**src/rtl/pc_sequencer_if.sv**
```systemverilog
// Next-PC unit bundle: hazard/branch/exception controls in, fetch address and status out.
interface pc_sequencer_if #(
  parameter int ADDR_W = 32
) ();
  logic              stall;
  logic [2:0]        npc_sel;
  logic [ADDR_W-1:0] br_target;
  logic [ADDR_W-1:0] jr_target;
  logic [ADDR_W-1:0] j_target;
  logic [ADDR_W-1:0] ji_target;
  logic              exc_req;
  logic              eret_req;
  logic [ADDR_W-1:0] epc;
  logic [ADDR_W-1:0] pc;
  logic [ADDR_W-1:0] pc4;
  logic              redir_pending;
  logic              addr_err;

  modport master (
    output stall, npc_sel, br_target, jr_target, j_target, ji_target,
           exc_req, eret_req, epc,
    input  pc, pc4, redir_pending, addr_err
  );

  modport slave (
    input  stall, npc_sel, br_target, jr_target, j_target, ji_target,
           exc_req, eret_req, epc,
    output pc, pc4, redir_pending, addr_err
  );
endinterface

```
**src/rtl/pc_sequencer.sv**
```systemverilog
// IF-stage PC register with redirect selection, exception/ERET entry and a
// one-entry buffer that parks a redirect arriving during a fetch stall.
module pc_sequencer #(
  parameter int                ADDR_W   = 32,
  parameter logic [ADDR_W-1:0] RESET_PC = 32'h0000_3000,
  parameter logic [ADDR_W-1:0] EXC_VEC  = 32'h0000_4180
) (
  input  logic          clk,
  input  logic          reset,
  pc_sequencer_if.slave bus
);

  typedef enum logic [0:0] {
    ST_RUN  = 1'b0,
    ST_HOLD = 1'b1
  } state_t;

  state_t            state_q, state_d;
  logic [ADDR_W-1:0] pc_q, pc_d;
  logic [ADDR_W-1:0] buf_q, buf_d;
  logic              pend_q, pend_d;
  logic [ADDR_W-1:0] pc4_s;
  logic [ADDR_W-1:0] sel_target_s;
  logic              is_redir_s;

  assign pc4_s             = pc_q + ADDR_W'(4);
  assign bus.pc            = pc_q;
  assign bus.pc4           = pc4_s;
  assign bus.redir_pending = pend_q;
  assign bus.addr_err      = |pc_q[1:0];

  // Decode npc_sel into a target; undefined codes fall back to sequential.
  always_comb begin
    sel_target_s = pc4_s;
    is_redir_s   = 1'b0;
    case (bus.npc_sel)
      3'b001: begin sel_target_s = bus.br_target; is_redir_s = 1'b1; end
      3'b010: begin sel_target_s = bus.jr_target; is_redir_s = 1'b1; end
      3'b011: begin sel_target_s = bus.j_target;  is_redir_s = 1'b1; end
      3'b100: begin sel_target_s = bus.ji_target; is_redir_s = 1'b1; end
      default: begin sel_target_s = pc4_s; is_redir_s = 1'b0; end
    endcase
  end

  // Next-state: exception and ERET bypass the stall; otherwise RUN/HOLD decide.
  always_comb begin
    state_d = state_q;
    pc_d    = pc_q;
    buf_d   = buf_q;
    pend_d  = pend_q;
    if (bus.exc_req) begin
      pc_d    = EXC_VEC;
      buf_d   = '0;
      pend_d  = 1'b0;
      state_d = ST_RUN;
    end else if (bus.eret_req) begin
      pc_d    = bus.epc;
      buf_d   = '0;
      pend_d  = 1'b0;
      state_d = ST_RUN;
    end else begin
      case (state_q)
        ST_HOLD: begin
          // First captured target wins; later redirects under stall are dropped.
          if (!bus.stall) begin
            pc_d    = buf_q;
            pend_d  = 1'b0;
            state_d = ST_RUN;
          end else begin
            pc_d = pc_q;
          end
        end
        ST_RUN: begin
          if (!bus.stall) begin
            pc_d = sel_target_s;
          end else if (is_redir_s) begin
            buf_d   = sel_target_s;
            pend_d  = 1'b1;
            state_d = ST_HOLD;
          end else begin
            pc_d = pc_q;
          end
        end
        default: begin
          state_d = ST_RUN;
          pend_d  = 1'b0;
        end
      endcase
    end
  end

  // State registers with synchronous reset.
  always_ff @(posedge clk) begin
    if (reset) begin
      state_q <= ST_RUN;
      pc_q    <= RESET_PC;
      buf_q   <= '0;
      pend_q  <= 1'b0;
    end else begin
      state_q <= state_d;
      pc_q    <= pc_d;
      buf_q   <= buf_d;
      pend_q  <= pend_d;
    end
  end

endmodule
```
**src/flat_wrapper.sv**
```systemverilog
// flat-port wrapper written by rule: the top's interface ports become plain ports
module pc_sequencer_flat 
#(
  parameter int                ADDR_W   = 32,
  parameter logic [ADDR_W-1:0] RESET_PC = 32'h0000_3000,
  parameter logic [ADDR_W-1:0] EXC_VEC  = 32'h0000_4180
)
  (clk, reset, bus_stall, bus_npc_sel, bus_br_target, bus_jr_target, bus_j_target, bus_ji_target, bus_exc_req, bus_eret_req, bus_epc, bus_pc, bus_pc4, bus_redir_pending, bus_addr_err);
  pc_sequencer_if #(.ADDR_W(ADDR_W)) bus_i ();
  input  logic clk;
  input  logic reset;
  input wire logic [$bits(bus_i.stall)-1:0] bus_stall;
  input wire logic [$bits(bus_i.npc_sel)-1:0] bus_npc_sel;
  input wire logic [$bits(bus_i.br_target)-1:0] bus_br_target;
  input wire logic [$bits(bus_i.jr_target)-1:0] bus_jr_target;
  input wire logic [$bits(bus_i.j_target)-1:0] bus_j_target;
  input wire logic [$bits(bus_i.ji_target)-1:0] bus_ji_target;
  input wire logic [$bits(bus_i.exc_req)-1:0] bus_exc_req;
  input wire logic [$bits(bus_i.eret_req)-1:0] bus_eret_req;
  input wire logic [$bits(bus_i.epc)-1:0] bus_epc;
  output wire logic [$bits(bus_i.pc)-1:0] bus_pc;
  output wire logic [$bits(bus_i.pc4)-1:0] bus_pc4;
  output wire logic [$bits(bus_i.redir_pending)-1:0] bus_redir_pending;
  output wire logic [$bits(bus_i.addr_err)-1:0] bus_addr_err;
  assign bus_i.stall = bus_stall;
  assign bus_i.npc_sel = bus_npc_sel;
  assign bus_i.br_target = bus_br_target;
  assign bus_i.jr_target = bus_jr_target;
  assign bus_i.j_target = bus_j_target;
  assign bus_i.ji_target = bus_ji_target;
  assign bus_i.exc_req = bus_exc_req;
  assign bus_i.eret_req = bus_eret_req;
  assign bus_i.epc = bus_epc;
  assign bus_pc = bus_i.pc;
  assign bus_pc4 = bus_i.pc4;
  assign bus_redir_pending = bus_i.redir_pending;
  assign bus_addr_err = bus_i.addr_err;
  pc_sequencer #(.ADDR_W(ADDR_W), .RESET_PC(RESET_PC), .EXC_VEC(EXC_VEC)) u_core (.clk(clk), .reset(reset), .bus(bus_i));
endmodule
```
**config.mk**
```make
export PLATFORM = sky130hd
export DESIGN_NAME = pc_sequencer_flat
export DESIGN_NICKNAME = d
export VERILOG_FILES = /design/src/rtl/pc_sequencer_if.sv /design/src/rtl/pc_sequencer.sv /design/src/flat_wrapper.sv
export SDC_FILE = /design/constraint.sdc
export NUM_CORES = 1
export LEC_CHECK = 0
export CORE_MARGIN = 5
export CORE_UTILIZATION = 46
export CTS_CLUSTER_DIAMETER = 60
export DETAILED_ROUTE_END_ITERATION = 12
export PLACE_DENSITY_LB_ADDON = 0.15
export REMOVE_ABC_BUFFERS = 1
export SYNTH_ARGS = -nofsm -noshare
export SYNTH_HDL_FRONTEND = slang
export SYNTH_SLANG_ARGS = --single-unit
```
**constraint.sdc**
```tcl
create_clock -name clk -period 6.2 [get_ports clk]
set_input_delay 1.24 -clock clk [delete_from_list [all_inputs] [get_ports clk]]
set_output_delay 1.24 -clock clk [all_outputs]
set_load 0.05 [all_outputs]
```
# Yosys cells after proc, flatten, opt, wreduce, memory -nomap -nowiden
# Cells that the tools add are included.
op_classes:
  eq_ne: 11
  n_reduce_logical: 8
  n_addsub: 1
  mux: 15
  bitwise_logic: 1
ops:
  columns: ["op", "n"]
  rows:
  - ["$pmux W32 S4", 1]
  - ["$mux W32", 3]
  - ["$pmux W32 S2", 1]
  - ["$add A32 B3 Y32 const B", 1]
  - ["$mux W15", 1]
  - ["$ne A4 B4 Y1 const B", 2]
  - ["$mux W1", 7]
  - ["$eq A3 B2 Y1 const B", 2]
  - ["$ne A3 B3 Y1 const B", 2]
  - ["$reduce_and A3 Y1", 2]
  - ["$ne A2 B2 Y1 const B", 2]
  - ["$pmux W1 S2", 2]
  - ["$reduce_and A2 Y1", 2]
  - ["$reduce_or A2 Y1", 2]
  - ["$reduce_or A4 Y1", 1]
  - ["$eq A3 B1 Y1 const B", 1]
  - ["$eq A3 B3 Y1 const B", 1]
  - ["$reduce_or A3 Y1", 1]
  - ["$ne A2 B1 Y1 const B", 1]
  - ["$not A1 Y1", 1]
word_totals:
  reg_bits: 66
  in_bits: 168

# Logic depth before layout (Yosys ltp)
logic_depth:
  word_depth: 6
  mapped_depth: 8

# Worst setup path before layout
# No wires, ideal clock.
synth_timing:
  path_kind: "flip-flop to output port"
  startpoint: "register u_core.pc_q[16] (netlist: u_core.bus.pc[16])"
  endpoint: "output bus_pc4[31]"
  required_ns: 4.960
  path_slack_ns: 2.314
  arrival_ns: 2.646
  path_stages_with_launch: 6
  cell_sequence: "dfxtp_1 -> buf_2 -> and3_1 -> and4_1 -> or4b_4 -> xnor2_1"
synth_via:
  elab_chain_len: 1
synth_rtl:
  columns: ["item", "line", "rtl"]
  rows:
  - ["start: declaration", "pc_sequencer.sv:19", "logic [ADDR_W-1:0] pc_q, pc_d;"]
  - ["start signal: assignment", "pc_sequencer.sv:101", "pc_q <= pc_d;"]
  - ["$add A32 B3 Y32", "pc_sequencer.sv:26", "assign pc4_s = pc_q + ADDR_W'(4);"]
  - ["end: declaration", "flat_wrapper.sv:22", "output wire logic [$bits(bus_i.pc4)-1:0] bus_pc4;"]
# No other way between the ends.

# Worst setup path in the final report
layout_timing:
  startpoint: "register u_core.pc_q[7] (netlist: u_core.bus.pc[7])"
  endpoint: "output bus_pc4[31]"
# Same word-level chain as after synthesis.

==> results_dict.tcl <==
set metrics [dict create \
    antenna_left 0 \
    rsz0062_at_grt "no" \
    cpMaxStageDelayCell "clkdlybuf4s50_1" \
    netSwitchingFraction 0.351 \
    die_x_um 115 \
    clock-root-buffer "clkbuf_8" \
    internal_power_w 0.000799 \
    crit_buf_inv 1 \
    slew_violations 0 \
    place_congestion 0.934 \
    yosysSeqAreaShare 0.259 \
    status "complete, no violations" \
    path_clk_slew_ps 70 \
    cp-end-kind "output pin" \
    avgSynthCellArea_sq_um 7.39 \
    rr_worst_depth 6 \
    antenna_found_initial 0 \
    yosysTopAreaCell "dfxtp_1" \
    drc 0 \
    p_seq_frac 0.375 \
    p_per_area_nw_per_um2 163 \
    path_class "flop to output pin" \
    start_util 0.471 \
    crit_chain "and3_1 > and4_1 > or4b_4 > xnor2_1 > clkdlybuf4s50_1" \
    grt_use_total 0.304 \
    synth_async_sr_flop_share 0 \
    ioPinCount 234 \
    worstPathMaxFanout 9 \
    cts_resized 0 \
    drt_iter0_markers 609 \
    fp.dieH_um 115 \
    grt_max_degree 79 \
    p_leak_nw 2.73 \
    fin_skew_ps 6.46 \
    cp.depth 5 \
    grt_pass1_wl_um 32300 \
    fin_nets 1048 \
    grt_pass1_vias 6349 \
    clkPwrFrac 0.273 \
    synth_cell_type_count 71 \
    p_comb_frac 0.352 \
    whs_path_depth 2 \
    fill_cells 908 \
    crit_required_ps 4960 \
    vias 6273 \
    synthTopCellsByCount "nor2_1, dfxtp_1, nand2_1, nor3_1, a21oi_1" \
    clock_latency_ps 360 \
    fin_tns_setup_ps 0 \
    cts_hold_buffers 0 \
    drive_above_1_share 0.0498 \
    globalRoute.totalOverflow 0 \
    yosysMostFrequentCell "nor2_1" \
    synth_top_area_frac 0.259 \
    cts_tree "yes" \
    cts_sinks 66 \
    yosysWarningCount 0 \
    worst_pin_slew_ps 1420 \
    max-cap-violations 0 \
    synth-edff-count 0 \
    setup_viol 0 \
    seqCellArea_sq_um 1320 \
    coreArea_sq_um 10800 \
    io_buffers 233 \
    syn_to_final_growth_pct 47.8 \
    critPathArrivalTime_ps 3120 \
    cp-start-kind "flop" \
    period_needed_ps 4360 \
    syn_area_sq_um 5110 \
    cts_max_path_buffers 2 \
    fp.dieArea_sq_um 13300 \
    syn_inst 691 \
    antenna_cells 0 \
    hold_path.class "flop to flop" \
    htree_levels 3 \
    wirelength_um 20800 \
    hold_violations 0 \
    multi_input_area_sq_um 3470 \
    hpwl_um 14900 \
    synthTopCellsByArea "dfxtp_1, mux2i_1, nor2_1" \
    peakVddDrop_mv 0.0971 \
    drtPass1Iterations 5 \
    fmax_ghz 0.229 \
    cts_buffers 9 \
    rows 38 \
    via_per_inst 6.13 \
    postLayoutCoreUtil 0.697 \
    p_switching_w 0.000432 \
    period_share 0.703 \
    slowest_delay_ps 830 \
    ys_ff_latch 66 \
    path_delay_family "simple AND/OR/NAND/NOR gates" \
    route.detailed.wl_per_inst_um 20.3 \
    synth_ff_type "dfxtp_1" \
    max_slew_margin 0.0546 \
    postCtsSetupBuffers 0 \
]
[placed cells by master (no fill, tap or decap), types with 4 or more instances in the layout]
cell type / instances
o31ai_1: 4
nor2b_1: 10
buf_2: 4
xor2_1: 11
nand2b_1: 7
inv_1: 14
buf_4: 7
mux2i_1: 32
clkbuf_8: 11
nand2_1: 62
a22oi_1: 29
a211oi_1: 18
clkdlybuf4s50_1: 229
and2_1: 8
nor2_1: 73
nor3_1: 40
a221oi_1: 5
dfxtp_1: 66
xnor2_1: 13
a21oi_1: 38
nor4_1: 9
o21a_1: 8
o22ai_1: 30
nor4_2: 4
o21ai_0: 28
a2111oi_0: 9
a311oi_1: 6
o22a_1: 5
nand3_1: 10
and4_1: 4
a31oi_1: 4
and3_1: 5
nand4_1: 7
nand3b_1: 6
a22o_1: 5
[state kept, by name, summed over array words and instances (netlist names)]
name and flops:
u_core.bus.redir_pending 1, u_core.state_q 1, u_core.buf_q 32, u_core.bus.pc 32
[power groups by stage]
stage	Sequential, W	Combinational, W	Clock (W)
2_1_floorplan	0.000504	0.000171	0
3_3_place_gp	0.000469	0.000421	0
3_5_place_dp	0.000470	0.000428	0
4_1_cts	0.000460	0.000431	0.000331
5_1_grt	0.000463	0.000461	0.000350
6_report	0.000461	0.000434	0.000336
[worst min-delay path, cell delays in order (launching register included)]
cell and delay [ps]:
dfxtp_1 310, nand2_1 50, a21oi_1 50
[kinds of logic (layout without fill, tap and decap cells)]
family                     Yosys count  after routing  synth area share
buffers and inverters               77            269            0.0654
xor gates and xnor gates            24             24            0.0411
and+or+nand+nor                    269            269             0.270
muxes                               33             33            0.0649
adders and majority gates            1              1           0.00245
DFF                                 66             66             0.259
AOI/OAI and AO/OA                  221            221             0.298
[area by class of cell]
cell class                      count  share of cell area
Clock buffer                       12              0.0205
Clock inverter                      3             0.00199
Inverter                           14             0.00696
Multi-Input combinational cell    548               0.459
Sequential cell                    66               0.175
Tap cell                          140              0.0232
Timing Repair Buffer              240               0.313
[per-layer routing]
| metal | vias up | GRT usage | part of all wire |
|---|---|---|---|
| met5 | - | 0 | 0 |
| met4 | 0 | 0.101 | 0.023 |
| met3 | 44 | 0.0711 | 0.096 |
| met2 | 365 | 0.529 | 0.49 |
| met1 | 2913 | 0.369 | 0.39 |
| li1 | 2951 | - | - |
[path summary, 6_finish.rpt]
path	startpoint	endpoint	slack [ps]
max	u_core.bus.pc[7]	bus_pc4[31]	1840
min reg2reg	u_core.buf_q[25]	u_core.buf_q[25]	460
min	u_core.buf_q[25]	u_core.buf_q[25]	460
max reg2reg	u_core.state_q	u_core.buf_q[10]	3450
[metrics by stage]
step	cell area (sq um)	setup WS [ps]	std cells	total power (W)	hold slack (ps)
after floorplan	4830	2310	628	0.000675	432
after global placement	7380	2160	1008	0.000891	438
after detailed placement	7380	2040	1008	0.000899	453
after CTS	7550	1880	1023	0.00122	463
after global routing	7550	1690	1023	0.00127	483
final	7550	1840	1023	0.00123	464
Power figures use the tool's default switching activity.
==> edit (same settings) <==
`ADDR_W` is set to 32 in 3 places; all go to 16.
--- a/src/rtl/pc_sequencer_if.sv
+++ b/src/rtl/pc_sequencer_if.sv
@@ -1,6 +1,6 @@
 // Next-PC unit bundle: hazard/branch/exception controls in, fetch address and status out.
 interface pc_sequencer_if #(
-  parameter int ADDR_W = 32
+  parameter int ADDR_W = 16
 ) ();
   logic              stall;
   logic [2:0]        npc_sel;
--- a/src/rtl/pc_sequencer.sv
+++ b/src/rtl/pc_sequencer.sv
@@ -1,7 +1,7 @@
 // IF-stage PC register with redirect selection, exception/ERET entry and a
 // one-entry buffer that parks a redirect arriving during a fetch stall.
 module pc_sequencer #(
-  parameter int                ADDR_W   = 32,
+  parameter int                ADDR_W   = 16,
   parameter logic [ADDR_W-1:0] RESET_PC = 32'h0000_3000,
   parameter logic [ADDR_W-1:0] EXC_VEC  = 32'h0000_4180
 ) (
--- a/src/flat_wrapper.sv
+++ b/src/flat_wrapper.sv
@@ -1,7 +1,7 @@
 // flat-port wrapper written by rule: the top's interface ports become plain ports
 module pc_sequencer_flat 
 #(
-  parameter int                ADDR_W   = 32,
+  parameter int                ADDR_W   = 16,
   parameter logic [ADDR_W-1:0] RESET_PC = 32'h0000_3000,
   parameter logic [ADDR_W-1:0] EXC_VEC  = 32'h0000_4180
 )
Interface: changed (7 resized); port bits go from 234 to 122. The function was not compared with the original's and may differ.
==> edit against the unedited design <==
- worst setup slack improved by 340 ps
- critical path depth grew 1
- non-clock buffer count is 113 lower
- total power is 44% lower
- synthesized area fell by 49%
- die area is 45% lower
- cell area down 48%
- global-route usage is 3.7 points lower
- critical endpoint is now bus_pc4[10]
- wire length is 52% lower
- via count is 51% lower
- sequential cell count down 32
- first-iteration DRC count down 66%
==> edit: results (changes against the unedited design) <==
Status
  – Status: finished clean

Min path
  – Min-Delay Endpoint: u_core.buf_q[15]
  – Hold Startpoint: u_core.buf_q[15]
  – Hold Path Stages: 2 (unchanged)

Setup path
  – Reg2Reg Depth: 5 (-1)
  – FF-to-FF setup slack: 3760 ps (+310 ps)
  – Critical path's slowest cell: clkdlybuf4s50_1
  – Delay-heaviest family, CP: buffers and inverters
  – Worst Setup SP: u_core.bus.pc[2]
  – Worst r2r dst: u_core.buf_q[11]
  – Slowest stage delay, CP: 850 ps (+20 ps)
  – Critical Path Fanout Max: 10 (+1)
  – Crit path arrival time: 2780 ps (-340 ps)

Timing
  – Skew final: 6.10 ps (-0.357 ps)
  – Least-Margin Pin Slew: 1180 ps (-236 ps)

Place
  – Final Wtd Congestion: 0.875 (-6.3%)
  – Port Buffers: 121 (-48%)

Layout
  – Filler Cells Inserted: 449 (-51%)
  – Layout Nets: 534 (-49%)

Clocking
  – CTS buffer count: 5 (-4)
  – Later-pin clock latency in the skew report: 290 ps (-70 ps)
  – Clk buf depth: 2 (unchanged)
  – H-tree level count: 2 (-1)

Yosys
  – Seq/Total Area, Yosys: 0.259 (+0.000848)
  – Post-synthesis xor/xnor area fraction: 0.0525 (+0.0113)
  – Synth Area in Compound Gates: 0.280 (-0.0181)
  – Commonest cells post-synth: nor2_1, dfxtp_1, nand2_1
  – Synth area leaders: dfxtp_1, mux2i_1, nor2_1
  – Adder-cell area share of the yosys netlist: 0.00477 (+0.00232)
  – Mux cell area share after synthesis: 0.0744 (+0.00950)
  – Synth cell types: 57 (-20%)

Power
  – Worst VDD drop: 0.139 mV (+43%)
  – Net Switching: 0.000238 W (-45%)
  – LEAKAGE: 1.46 nW (-47%)
  – Power Sequential: 0.000240 W (-48%)
  – Power Total: 0.000691 W (-44%)

Global route
  – Largest net degree at the start of global routing: 33 (-58%)
  – First-pass GRT wire length: 15.6 mm (-52%)
  – GRT Total Usage: 0.267 (-0.0368)
  – Vias in the first global route: 3118 (-51%)

Detailed routing
  – Drt initial violations: 210 (-66%)
  – Average wire per standard cell: 19.1 um (-6.1%)
  – Vias per cell: 5.99 (-2.3%)
  – DR pass1 iterations: 6 (+1)
-- edit: changes by cell type after synthesis, moves of 8 or more --
cell | before | now
o21ai_0 | 28 | 16
nor2_1 | 74 | 38
o22ai_1 | 30 | 10
xnor2_1 | 13 | 4
nand2_1 | 62 | 24
a22oi_1 | 29 | 11
clkbuf_1 | 29 | 13
buf_2 | 23 | 6
mux2i_1 | 32 | 15
nor3_1 | 40 | 12
a21oi_1 | 38 | 18
dfxtp_1 | 66 | 34
o21a_1 | 8 | 0
-- edit: through the flow --
step | setup WS [ps] | std cells | cell area [um2] | hold slack (ps) | util
2_1_floorplan | 2680 | 311 | 2480 | 455 | -
3_3_place_gp | 2140 | 510 | 3820 | 469 | 0.690
3_5_place_dp | 2110 | 510 | 3820 | 483 | 0.690
4_1_cts | 2220 | 518 | 3930 | 499 | 0.710
5_1_grt | 2090 | 518 | 3930 | 512 | 0.710
6_report | 2180 | 518 | 3930 | 502 | 0.710
-- edit: area by class of cell --
class                      instances  area [um2]  area share
clock buffer                       8         110      0.0280
inverter                          13        48.8      0.0124
multi-input combinational        264        1750       0.444
sequential                        34         681       0.173
tap                               72        90.1      0.0229
timing repair buffer             127        1260       0.319
-- edit: routing by layer --
metal  GRT usage  vias up  share of wire
li1            -     1471              -
met1       0.344     1431           0.40
met2       0.437      182           0.49
met3      0.0576       19          0.091
met4       0.101        0          0.020
met5           0        -              0
-- edit: worst max-delay path by stage --
| stage | end | slack (ps) | cells past startpoint |
|---|---|---|---|
| after floorplan | bus_pc4[10] | 2680 | 5 |
| after global placement | u_core.buf_q[13] | 2140 | 6 |
| after detailed placement | u_core.bus.pc[1] | 2110 | 7 |
| after CTS | bus_pc4[10] | 2220 | 6 |
| after global routing | bus_pc4[10] | 2090 | 6 |
| final | bus_pc4[10] | 2180 | 6 |
